[src/rtl/mtr_drv_pkg.sv]
// rtl/mtr_drv_pkg.sv - shared motor-driver types and constants
package mtr_drv_pkg;

    localparam int DT_W_DEF  = 6;
    localparam int MTR_PWM_W = 11;

    // Bit positions of the one-hot state vector; outputs tap these flops directly.
    localparam int ST_OFF_BIT    = 0;
    localparam int ST_DLY_HI_BIT = 1;
    localparam int ST_HI_ON_BIT  = 2;
    localparam int ST_DLY_LO_BIT = 3;
    localparam int ST_LO_ON_BIT  = 4;

    typedef enum logic [4:0] {
        ST_OFF    = 5'b00001,
        ST_DLY_HI = 5'b00010,
        ST_HI_ON  = 5'b00100,
        ST_DLY_LO = 5'b01000,
        ST_LO_ON  = 5'b10000
    } dt_state_t;

endpackage

[src/rtl/pwm_deadtime.sv]
// rtl/pwm_deadtime.sv - complementary half-bridge drive with dead time; optional PWM_DEADTIME_FAULT_EN
module pwm_deadtime
    import mtr_drv_pkg::*;
#(
    parameter int DT_W = DT_W_DEF
) (
    input  logic            clk,
    input  logic            rst_n,
    input  logic            en,
    input  logic            pwm_in,
    input  logic [DT_W-1:0] dead_time,
`ifdef PWM_DEADTIME_FAULT_EN
    input  logic            ovr_curr,
    output logic            fault,
`endif
    output logic            hi_drv,
    output logic            lo_drv,
    output logic            dt_active
);

    dt_state_t       state_q, state_d;
    logic [DT_W-1:0] cnt_q, cnt_d;
    logic            trip;

`ifdef PWM_DEADTIME_FAULT_EN
    logic fault_q, fault_d;

    // A new overcurrent wins over a simultaneous disable so the trip is never lost.
    always_comb begin
        fault_d = ovr_curr | (fault_q & en);
        trip    = ovr_curr | fault_q;
    end

    always_ff @(posedge clk) begin
        if (!rst_n) fault_q <= 1'b0;
        else        fault_q <= fault_d;
    end

    assign fault = fault_q;
`else
    assign trip = 1'b0;
`endif

    always_ff @(posedge clk) begin
        if (!rst_n) begin
            state_q <= ST_OFF;
            cnt_q   <= '0;
        end else begin
            state_q <= state_d;
            cnt_q   <= cnt_d;
        end
    end

    always_comb begin
        state_d = state_q;
        cnt_d   = cnt_q;
        if (!en || trip) begin
            state_d = ST_OFF;
            cnt_d   = '0;
        end else begin
            case (state_q)
                ST_OFF: begin
                    state_d = pwm_in ? ST_DLY_HI : ST_DLY_LO;
                    cnt_d   = dead_time;
                end
                // A reversal inside a dead interval restarts it toward the other side.
                ST_DLY_HI: begin
                    if (!pwm_in) begin
                        state_d = ST_DLY_LO;
                        cnt_d   = dead_time;
                    end else if (cnt_q == '0) begin
                        state_d = ST_HI_ON;
                    end else begin
                        cnt_d = cnt_q - DT_W'(1);
                    end
                end
                ST_DLY_LO: begin
                    if (pwm_in) begin
                        state_d = ST_DLY_HI;
                        cnt_d   = dead_time;
                    end else if (cnt_q == '0) begin
                        state_d = ST_LO_ON;
                    end else begin
                        cnt_d = cnt_q - DT_W'(1);
                    end
                end
                ST_HI_ON: begin
                    if (!pwm_in) begin
                        state_d = ST_DLY_LO;
                        cnt_d   = dead_time;
                    end
                end
                ST_LO_ON: begin
                    if (pwm_in) begin
                        state_d = ST_DLY_HI;
                        cnt_d   = dead_time;
                    end
                end
                default: begin
                    state_d = ST_OFF;
                    cnt_d   = '0;
                end
            endcase
        end
    end

    assign hi_drv    = state_q[ST_HI_ON_BIT];
    assign lo_drv    = state_q[ST_LO_ON_BIT];
    assign dt_active = state_q[ST_DLY_HI_BIT] | state_q[ST_DLY_LO_BIT];

endmodule

[config.mk]
export PLATFORM = sky130hd
export DESIGN_NAME = pwm_deadtime
export DESIGN_NICKNAME = d
export VERILOG_FILES = /design/src/rtl/mtr_drv_pkg.sv /design/src/rtl/pwm_deadtime.sv
export SDC_FILE = /design/constraint.sdc
export NUM_CORES = 1
export LEC_CHECK = 0
export CAP_MARGIN = 10
export CORE_MARGIN = 2
export CORE_UTILIZATION = 57
export CTS_CLUSTER_SIZE = 16
export DETAILED_ROUTE_END_ITERATION = 10
export GPL_TIMING_DRIVEN = 0
export PLACE_DENSITY_LB_ADDON = 0.05
export SYNTH_ARGS = -nofsm -noshare
export SYNTH_HDL_FRONTEND = slang
export SYNTH_SLANG_ARGS = --single-unit
export TNS_END_PERCENT = 20
[constraint.sdc]
create_clock -name clk -period 3.1 [get_ports clk]
set_clock_uncertainty 0.2 [all_clocks]
set_input_delay 0.31 -clock clk [delete_from_list [all_inputs] [get_ports clk]]
set_output_delay 0.31 -clock clk [all_outputs]
set_load 0.02 [all_outputs]
==> flow_summary.json, run 1 <==
{
  "status": "complete, no violations",
  "r2r_setup_slack_ps": 670,
  "holdPathEnd": "cnt_q[5]$_SDFFE_PN0P_",
  "finalWirelength_um": 2350,
  "worstMarginPinSlew_ps": 593,
  "clk_path_buf_depth": 2,
  "post-dp-hpwl_um": 1690,
  "synthAdderAreaFrac_pct": 2.71,
  "firstDrtPassIters": 4,
  "cts_tree": "built",
  "sw_frac_of_total_pct": 32.3,
  "whs_ps": 346,
  "port_buffers": 12,
  "cts-root-buf": "clkbuf_4",
  "die_area_um2": 1960,
  "intPower_mw": 0.244,
  "start_kind": "input pin",
  "htree_levels": 1,
  "synth_top_family_by_area": "simple AND/OR/NAND/NOR gates",
  "die_w_um": 44.2,
  "p_switching_mw": 0.117,
  "drive_gt1_share_pct": 8.33,
  "insertedDiodeCount": 0,
  "num_rows": 14,
  "syn-num-nets": 128,
  "core_um2": 1510,
  "clk_pin_slew_worst_paths_ps": 80,
  "synth_xor_area_share_pct": 2.85,
  "yosys.area.top_type_share_pct": 23.9,
  "min_from": "cnt_q[5]$_SDFFE_PN0P_",
  "hold_violations": 0,
  "rr_endpoint": "cnt_q[3]$_SDFFE_PN0P_",
  "num_vias": 982,
  "yosysWarnings": 0,
  "worstPathRequired_ps": 3130,
  "placed_area_um2": 1060,
  "cap_violations": 0,
  "multi_input_area_um2": 661,
  "yosysMostFrequentCell": "nor2_1",
  "synth_enable_flop_cells": 0,
  "path_class": "in -> reg",
  "synthCells": 116,
  "muxShareOfSynthArea_pct": 6.92,
  "power_density_nw_per_um2": 332,
  "ff2ff_path_depth": 6,
  "slew_viol_final": 0,
  "nFillCells": 116,
  "fin_setup_tns_ps": 0,
  "dp_slack_ps": 381,
  "cts_sinks": 11,
  "die_h_um": 44.2,
  "hold-path-cell-count": 1,
  "finalCritPeriodShare_pct": 80.5,
  "rsz0062_at_grt": "false",
  "area_growth_pct": 18.0,
  "endpoint_kind": "flop",
  "finalCriticalPeriod_ps": 2500,
  "synthArstFlopShare_pct": 0,
  "netlist_top_cells_count": "13 x nor2_1, 11 x dfxtp_1, 7 x nor3_1",
  "grt_max_degree": 11,
  "start_util_pct": 61.2,
  "synth_cell_types": 46,
  "grt_pass1_vias": 895,
  "fmax_mhz": 401,
  "power_leakage_nw": 0.384,
  "synth_compound_area_share_pct": 24.7,
  "ctsResizeCount": 0,
  "nNetsFinal": 145,
  "pwr-share-clk_pct": 29.4,
  "yosys-top-cells-area": "dfxtp_1 24%, nor2_1 5.3%, nor3b_1 4.1%",
  "yosys_register_bits": 11,
  "antenna_found_initial": 0,
  "fin_util_pct": 72.3,
  "grt_pass1_wl_um": 3880,
  "synth-simple-area-share_pct": 34.5,
  "hold_path_class": "reg -> reg",
  "viasPerCell": 6.64,
  "crit_fanout": 10,
  "drt_iter0_drc": 47,
  "ys_seq_area_share_pct": 23.9,
  "ir_drop_uv": 274,
  "regArea_um2": 220,
  "combPwrFrac_pct": 27.8,
  "cts_post_setup_buffers_inserted": 0,
  "design_area_um2": 1090,
  "synth_area_leader_cell": "dfxtp_1",
  "seq_power_share_pct": 42.8,
  "wl_per_cell_um": 15.9,
  "drcViolationCount": 0,
  "power_mw": 0.361,
  "place_inst": 144,
  "relSlewSlack_pct": 60.2,
  "setup_viol": 0,
  "overflow": 0,
  "grt_usage_pct": 26.5,
  "clkLatencyLatePin_ps": 280,
  "hold_buffers": 0,
  "syn_avg_cell_area_um2": 7.95,
  "io-pin-count": 13,
  "reg2reg_from": "state_q[2]$_SDFFE_PN0P_",
  "fin_ws_ps": 604,
  "crit_arrival_ps": 2520,
  "gp_congestion": 0.952,
  "numCtsBuffers": 3,
  "netlist_area_um2": 922,
  "ant_nets": 0,
  "final_cells": 148,
  "ys.flop_type": "dfxtp_1"
}
cell usage in the layout, fill, tap and decap left out, types with 2 or more instances in the layout:
cell type        synthesis  layout
nor2b_1                  2       2
ha_1                     2       2
a22oi_1                  3       3
clkbuf_4                 0       3
o31ai_1                  2       2
mux2i_1                  3       3
o21ai_0                  3       3
a221o_1                  2       2
nor3b_1                  5       5
clkbuf_1                 5       6
nand2_1                  6       6
xnor2_1                  2       2
mux2_2                   2       2
and2_1                   4       4
nor2_1                  13      13
o2bb2ai_1                3       3
nand3b_1                 3       3
nor3_1                   7       7
dfxtp_1                 11      11
clkdlybuf4s50_1          0      12
inv_1                    5       5
or2_2                    2       2
a21oi_1                  3       3
and3_1                   3       3
nand3_1                  2       2
worst max-delay path: stages:
cell	delay, ps
clkdlybuf4s50_1	530
clkbuf_1	340
nor4bb_1	320
nor3_1	70
o31ai_1	500
and2_1	270
a221o_1	160
cells by family after synthesis:
kind of cell,count (synthesis)
AOI/OAI and AO/OA,28
DFF,11
buffers and inverters,11
muxes,6
xor gates and xnor gates,3
and+or+nand+nor,55
adders and majority gates,2
worst max-delay path by stage:
stage / slack, ps / endpoint / startpoint
finish: 600 / cnt_q[3]$_SDFFE_PN0P_ / pwm_in
global route: 480 / cnt_q[4]$_SDFFE_PN0P_ / pwm_in
CTS: 620 / cnt_q[3]$_SDFFE_PN0P_ / pwm_in
detailed placement: 380 / cnt_q[3]$_SDFFE_PN0P_ / pwm_in
global placement: 400 / cnt_q[4]$_SDFFE_PN0P_ / pwm_in
floorplan: 1010 / state_q[4]$_SDFFE_PN0P_ / state_q[3]$_SDFFE_PN0P_
registers in the layout, summed over array words and instances (netlist names):
name,flops
cnt_q,6
state_q,5
area by class of cell:
cell class | instances | share of cell area, %
Timing Repair Buffer | 12 | 11.0
Sequential cell | 11 | 20.2
Buffer | 6 | 2.07
Multi-Input combinational cell | 94 | 60.7
Inverter | 5 | 1.72
Clock buffer | 4 | 2.41
Tap cell | 16 | 1.84
metal layers:
| metal | track usage [%] | up-vias | share of wire, % |
|---|---|---|---|
| met4 | 9.70 | 0 | 1.7 |
| met3 | 2.45 | 7 | 7.2 |
| met2 | 42.4 | 52 | 47 |
| li1 | - | 468 | - |
| met5 | 0 | - | 0 |
| met1 | 37.0 | 455 | 44 |
power by group through the flow:
stage / clock, mW / combinational [mW] / sequential, mW
floorplan: 0 / 0.0691 / 0.156
global placement: 0 / 0.0951 / 0.157
CTS: 0.105 / 0.0992 / 0.154
detailed placement: 0 / 0.0979 / 0.157
global route: 0.112 / 0.109 / 0.155
finish: 0.106 / 0.100 / 0.155
Power figures use the tool's default switching activity.
==> run 2: changes to the inputs <==
- CORE_UTILIZATION: 57 -> 53
- clock period: 3.1 -> 2.4 ns (I/O delays scaled with it)
==> run 2 against run 1 <==
Effect of this change: flip-flop and latch count is the same; highest routed layer unchanged; cell count grew 0.68%; worst hold slack lost 5.0 ps; critical path type is now reg -> reg; combinational power grew 28%; clock-buffer cell count is the same; final area grew 0.69%; die area grew 6.9%; via count shrank 5.8%; power grew 27%.
==> flow_summary.json, run 2 (synthesized netlist as in run 1, its figures left out) <==
{
  "cap_violations": 0,
  "design_area_um2": 1100,
  "htree_levels": 1,
  "start_util_pct": 54.6,
  "ant_nets": 0,
  "crit_fanout": 5,
  "firstDrtPassIters": 4,
  "final_common_cell": "nor2_1",
  "clk_pin_slew_worst_paths_ps": 80,
  "hold_violations": 0,
  "cts_post_setup_buffers_inserted": 0,
  "cts_sinks": 11,
  "clkLatencyLatePin_ps": 280,
  "gp_congestion": 0.958,
  "fin_setup_tns_ps": 0,
  "power_leakage_nw": 0.389,
  "insertedDiodeCount": 0,
  "relSlewSlack_pct": 64.3,
  "power_mw": 0.458,
  "endpoint_kind": "flop",
  "numCtsBuffers": 3,
  "hold_buffers": 0,
  "top_register": "cnt_q",
  "wl_per_cell_um": 14.6,
  "placed_area_um2": 1060,
  "port_buffers": 12,
  "ir_drop_uv": 259,
  "path_class": "reg -> reg",
  "power_density_nw_per_um2": 418,
  "io-pin-count": 13,
  "grt_max_degree": 11,
  "crit_arrival_ps": 2300,
  "hold_path_class": "reg -> reg",
  "die_area_um2": 2090,
  "area_growth_pct": 18.9,
  "worstMarginPinSlew_ps": 535,
  "nFillCells": 152,
  "finalWirelength_um": 2170,
  "slew_viol_final": 0,
  "ctsResizeCount": 0,
  "final_cells": 149,
  "drt_iter0_drc": 24,
  "whs_ps": 341,
  "core_um2": 1690,
  "overflow": 0,
  "grt_usage_pct": 24.2,
  "fmax_mhz": 436,
  "nNetsFinal": 145,
  "die_w_um": 45.7,
  "drcViolationCount": 0,
  "finalCritPeriodShare_pct": 95.5,
  "final_cell_mix": "13 x nor2_1, 12 x clkdlybuf4s50_1, 11 x dfxtp_1",
  "antenna_found_initial": 0,
  "grt_pass1_vias": 796,
  "rsz0062_at_grt": "true",
  "cts_tree": "built",
  "worstPathRequired_ps": 2410,
  "place_inst": 145,
  "setup_viol": 0,
  "reg_top3": "cnt_q: 6 flops, state_q: 5 flops",
  "clk_path_buf_depth": 2,
  "die_h_um": 45.7,
  "grt_pass1_wl_um": 3690,
  "status": "complete, no violations",
  "start_kind": "flop",
  "finalCriticalPeriod_ps": 2290,
  "drive_gt1_share_pct": 9.85,
  "largest_reg_flops": 6,
  "num_vias": 925,
  "cts-root-buf": "clkbuf_4",
  "viasPerCell": 6.21,
  "post-dp-hpwl_um": 1630,
  "num_rows": 15
}
-- run 2: power by group --
group | internal, mW | switching (mW) | leakage (nW)
Sequential | 0.190 | 0.00933 | 0.0896
Clock | 0.0645 | 0.0660 | 0.0150
Combinational | 0.0618 | 0.0665 | 0.284
-- run 2: final cells by class --
| cell class | instances | area (um^2) | share of cell area [%] |
|---|---|---|---|
| buffer | 6 | 23.8 | 2.17 |
| clock buffer | 4 | 26.3 | 2.40 |
| inverter | 5 | 18.8 | 1.71 |
| multi-input combinational | 94 | 666 | 60.7 |
| sequential | 11 | 220 | 20.1 |
| tap | 17 | 21.3 | 1.94 |
| timing repair buffer | 12 | 120 | 11.0 |
-- run 2: path summary, 6_finish.rpt --
path / startpoint / to / slack (ps) / cells past startpoint
worst max-delay path: state_q[3]$_SDFFE_PN0P_ / state_q[4]$_SDFFE_PN0P_ / 110 / 5
worst min-delay path: cnt_q[5]$_SDFFE_PN0P_ / cnt_q[5]$_SDFFE_PN0P_ / 340 / 1
worst max register to register: state_q[3]$_SDFFE_PN0P_ / state_q[4]$_SDFFE_PN0P_ / 110 / 5
worst min register to register: cnt_q[5]$_SDFFE_PN0P_ / cnt_q[5]$_SDFFE_PN0P_ / 340 / 1
-- run 2: critical path, cell delays in order, from the launching register on --
cell      delay, ps
dfxtp_1         420
or3b_1          410
a2111o_1        480
o21ai_2         270
mux2_1          350
nor2_1           80
-- run 2: layer usage --
layer	wire (um)	GRT usage [%]	part of all wire [%]	vias to the layer above
met1	1080	38.6	50	417
met5	0	0	0	-
li1	-	-	-	471
met4	17	5.14	0.78	0
met2	909	32.1	42	32
met3	160	5.95	7.4	5
-- run 2: metrics by stage --
step                worst slack (ps)  utilization [%]
global route                   -8.98             64.9
finish                           108             64.9
CTS                             22.2             64.5
detailed placement              -279             63.0
floorplan                        314                -
global placement                -290             63.0
==> run 3: changes to the inputs <==
- TNS_END_PERCENT: 20 -> not set
==> run 3 against run 2 <==
Effect of this change: combinational power hardly changed; sequential power about the same; global-route usage unchanged; non-clock buffer count unchanged; final area is 0.11% higher; clock power about the same; critical endpoint unchanged; largest power group unchanged; register-to-register slack worse by 20 ps; setup slack got worse by 20 ps.
==> flow_summary.json, run 3 (synthesized netlist as in run 1, its figures left out) <==
{
  "rsz0062_at_grt": "false",
  "power_density_nw_per_um2": 419,
  "holdPathEnd": "cnt_q[5]$_SDFFE_PN0P_",
  "core_um2": 1690,
  "final_cells": 149,
  "endpoint_kind": "flop",
  "cts_post_setup_buffers_inserted": 0,
  "cts_sinks": 11,
  "power_mw": 0.459,
  "nFillCells": 151,
  "finalWirelength_um": 2230,
  "relSlewSlack_pct": 65.0,
  "ff2ff_path_depth": 5,
  "reg2reg_from": "state_q[3]$_SDFFE_PN0P_",
  "grt_usage_pct": 24.2,
  "antenna_found_initial": 0,
  "final_common_cell": "nor2_1",
  "ir_drop_uv": 259,
  "cts-root-buf": "clkbuf_4",
  "wl_per_cell_um": 15.0,
  "cp.buffers_inverters": 0,
  "area_growth_pct": 19.0,
  "clk_path_buf_depth": 2,
  "power_leakage_nw": 0.392,
  "place_inst": 145,
  "insertedDiodeCount": 0,
  "slew_viol_final": 0,
  "grt_pass1_vias": 796,
  "fin_util_pct": 65.0,
  "grt_max_degree": 11,
  "finalCriticalPeriod_ps": 2310,
  "final_cell_mix": "13 x nor2_1, 12 x clkdlybuf4s50_1, 11 x dfxtp_1",
  "drt_iter0_drc": 24,
  "finalCritPeriodShare_pct": 96.3,
  "io-pin-count": 13,
  "hold-path-cell-count": 1,
  "die_area_um2": 2090,
  "viasPerCell": 6.17,
  "setup_viol": 0,
  "r2r_setup_slack_ps": 90,
  "worstPathRequired_ps": 2410,
  "hold_path_class": "reg -> reg",
  "num_vias": 919,
  "overflow": 0,
  "htree_levels": 1,
  "clk_pin_slew_worst_paths_ps": 80,
  "post-dp-hpwl_um": 1630,
  "min_from": "cnt_q[5]$_SDFFE_PN0P_",
  "hold_violations": 0,
  "fmax_mhz": 432,
  "cts_tree": "built",
  "largest_reg_flops": 6,
  "firstDrtPassIters": 4,
  "top_register": "cnt_q",
  "crit_fanout": 5,
  "die_w_um": 45.7,
  "start_util_pct": 54.6,
  "die_h_um": 45.7,
  "numCtsBuffers": 3,
  "worstMarginPinSlew_ps": 524,
  "path_class": "reg -> reg",
  "clkLatencyLatePin_ps": 280,
  "ant_nets": 0,
  "cap_violations": 0,
  "reg_top3": "cnt_q: 6 flops, state_q: 5 flops",
  "cpLargestDelayFamily": "compound AO/OA/AOI/OAI gates",
  "hold_buffers": 0,
  "rr_endpoint": "state_q[4]$_SDFFE_PN0P_",
  "path_cells": "or3b_1 -> a2111o_1 -> o21ai_2 -> mux2_1 -> nor2_1",
  "nNetsFinal": 145,
  "grt_pass1_wl_um": 3690,
  "status": "complete, no violations",
  "gp_congestion": 0.958,
  "whs_ps": 342,
  "start_kind": "flop",
  "crit_arrival_ps": 2320,
  "port_buffers": 12,
  "drive_gt1_share_pct": 10.6,
  "drcViolationCount": 0,
  "slowest_stage": "a2111o_1",
  "slowest_delay_ps": 490,
  "num_rows": 15
}
## run 3: cell count changes in the layout (fill, tap and decap cells not counted)
cell / change
clkbuf_1: -1
clkbuf_2: +1
## run 3: where the power goes
group	leakage, nW	switching (mW)	internal, mW
logic	0.288	0.0671	0.0619
clock network	0.0150	0.0661	0.0645
registers	0.0896	0.00967	0.190
## run 3: final cells by class
class | count | area, um^2 | share of cell area, %
plain buffers | 6 | 25.0 | 2.28
inverters | 5 | 18.8 | 1.71
well taps | 17 | 21.3 | 1.94
clock buffers | 4 | 26.3 | 2.39
repair buffers | 12 | 120 | 10.9
multi-input cells | 94 | 666 | 60.7
flip-flops and latches | 11 | 220 | 20.1
## run 3: what timing repair did
item | CTS | global route
setup endpoints to repair | 0 | 8
endpoints found under the hold margin | 0 | 0
gates resized for setup | 0 | 5
## run 3: how the worst max path moves through the flow
stage / start / to / slack [ps] / cells after the start
4_1_cts: pwm_in / cnt_q[4]$_SDFFE_PN0P_ / 20 / 7
5_1_grt: state_q[3]$_SDFFE_PN0P_ / state_q[4]$_SDFFE_PN0P_ / 10 / 5
3_3_place_gp: pwm_in / cnt_q[3]$_SDFFE_PN0P_ / -290 / 7
3_5_place_dp: pwm_in / cnt_q[4]$_SDFFE_PN0P_ / -280 / 7
6_report: state_q[3]$_SDFFE_PN0P_ / state_q[4]$_SDFFE_PN0P_ / 90 / 5
2_1_floorplan: state_q[3]$_SDFFE_PN0P_ / state_q[4]$_SDFFE_PN0P_ / 310 / 5
## run 3: metal layers
| layer | track usage [%] | vias to the layer above | routed length [um] |
|---|---|---|---|
| met4 | 5.14 | 0 | 17 |
| met5 | 0 | - | 0 |
| met1 | 38.6 | 418 | 1150 |
| li1 | - | 470 | - |
| met3 | 5.95 | 5 | 139 |
| met2 | 32.1 | 26 | 925 |
## run 3: stage by stage
step / worst slack [ps] / instance area [um^2] / TNS, ps
after floorplan: 314 / 922 / 0
after global placement: -290 / 1060 / -1690
after detailed placement: -279 / 1060 / -1690
after CTS: 22.2 / 1090 / 0
after global routing: 11.7 / 1100 / 0
final: 87.7 / 1100 / 0
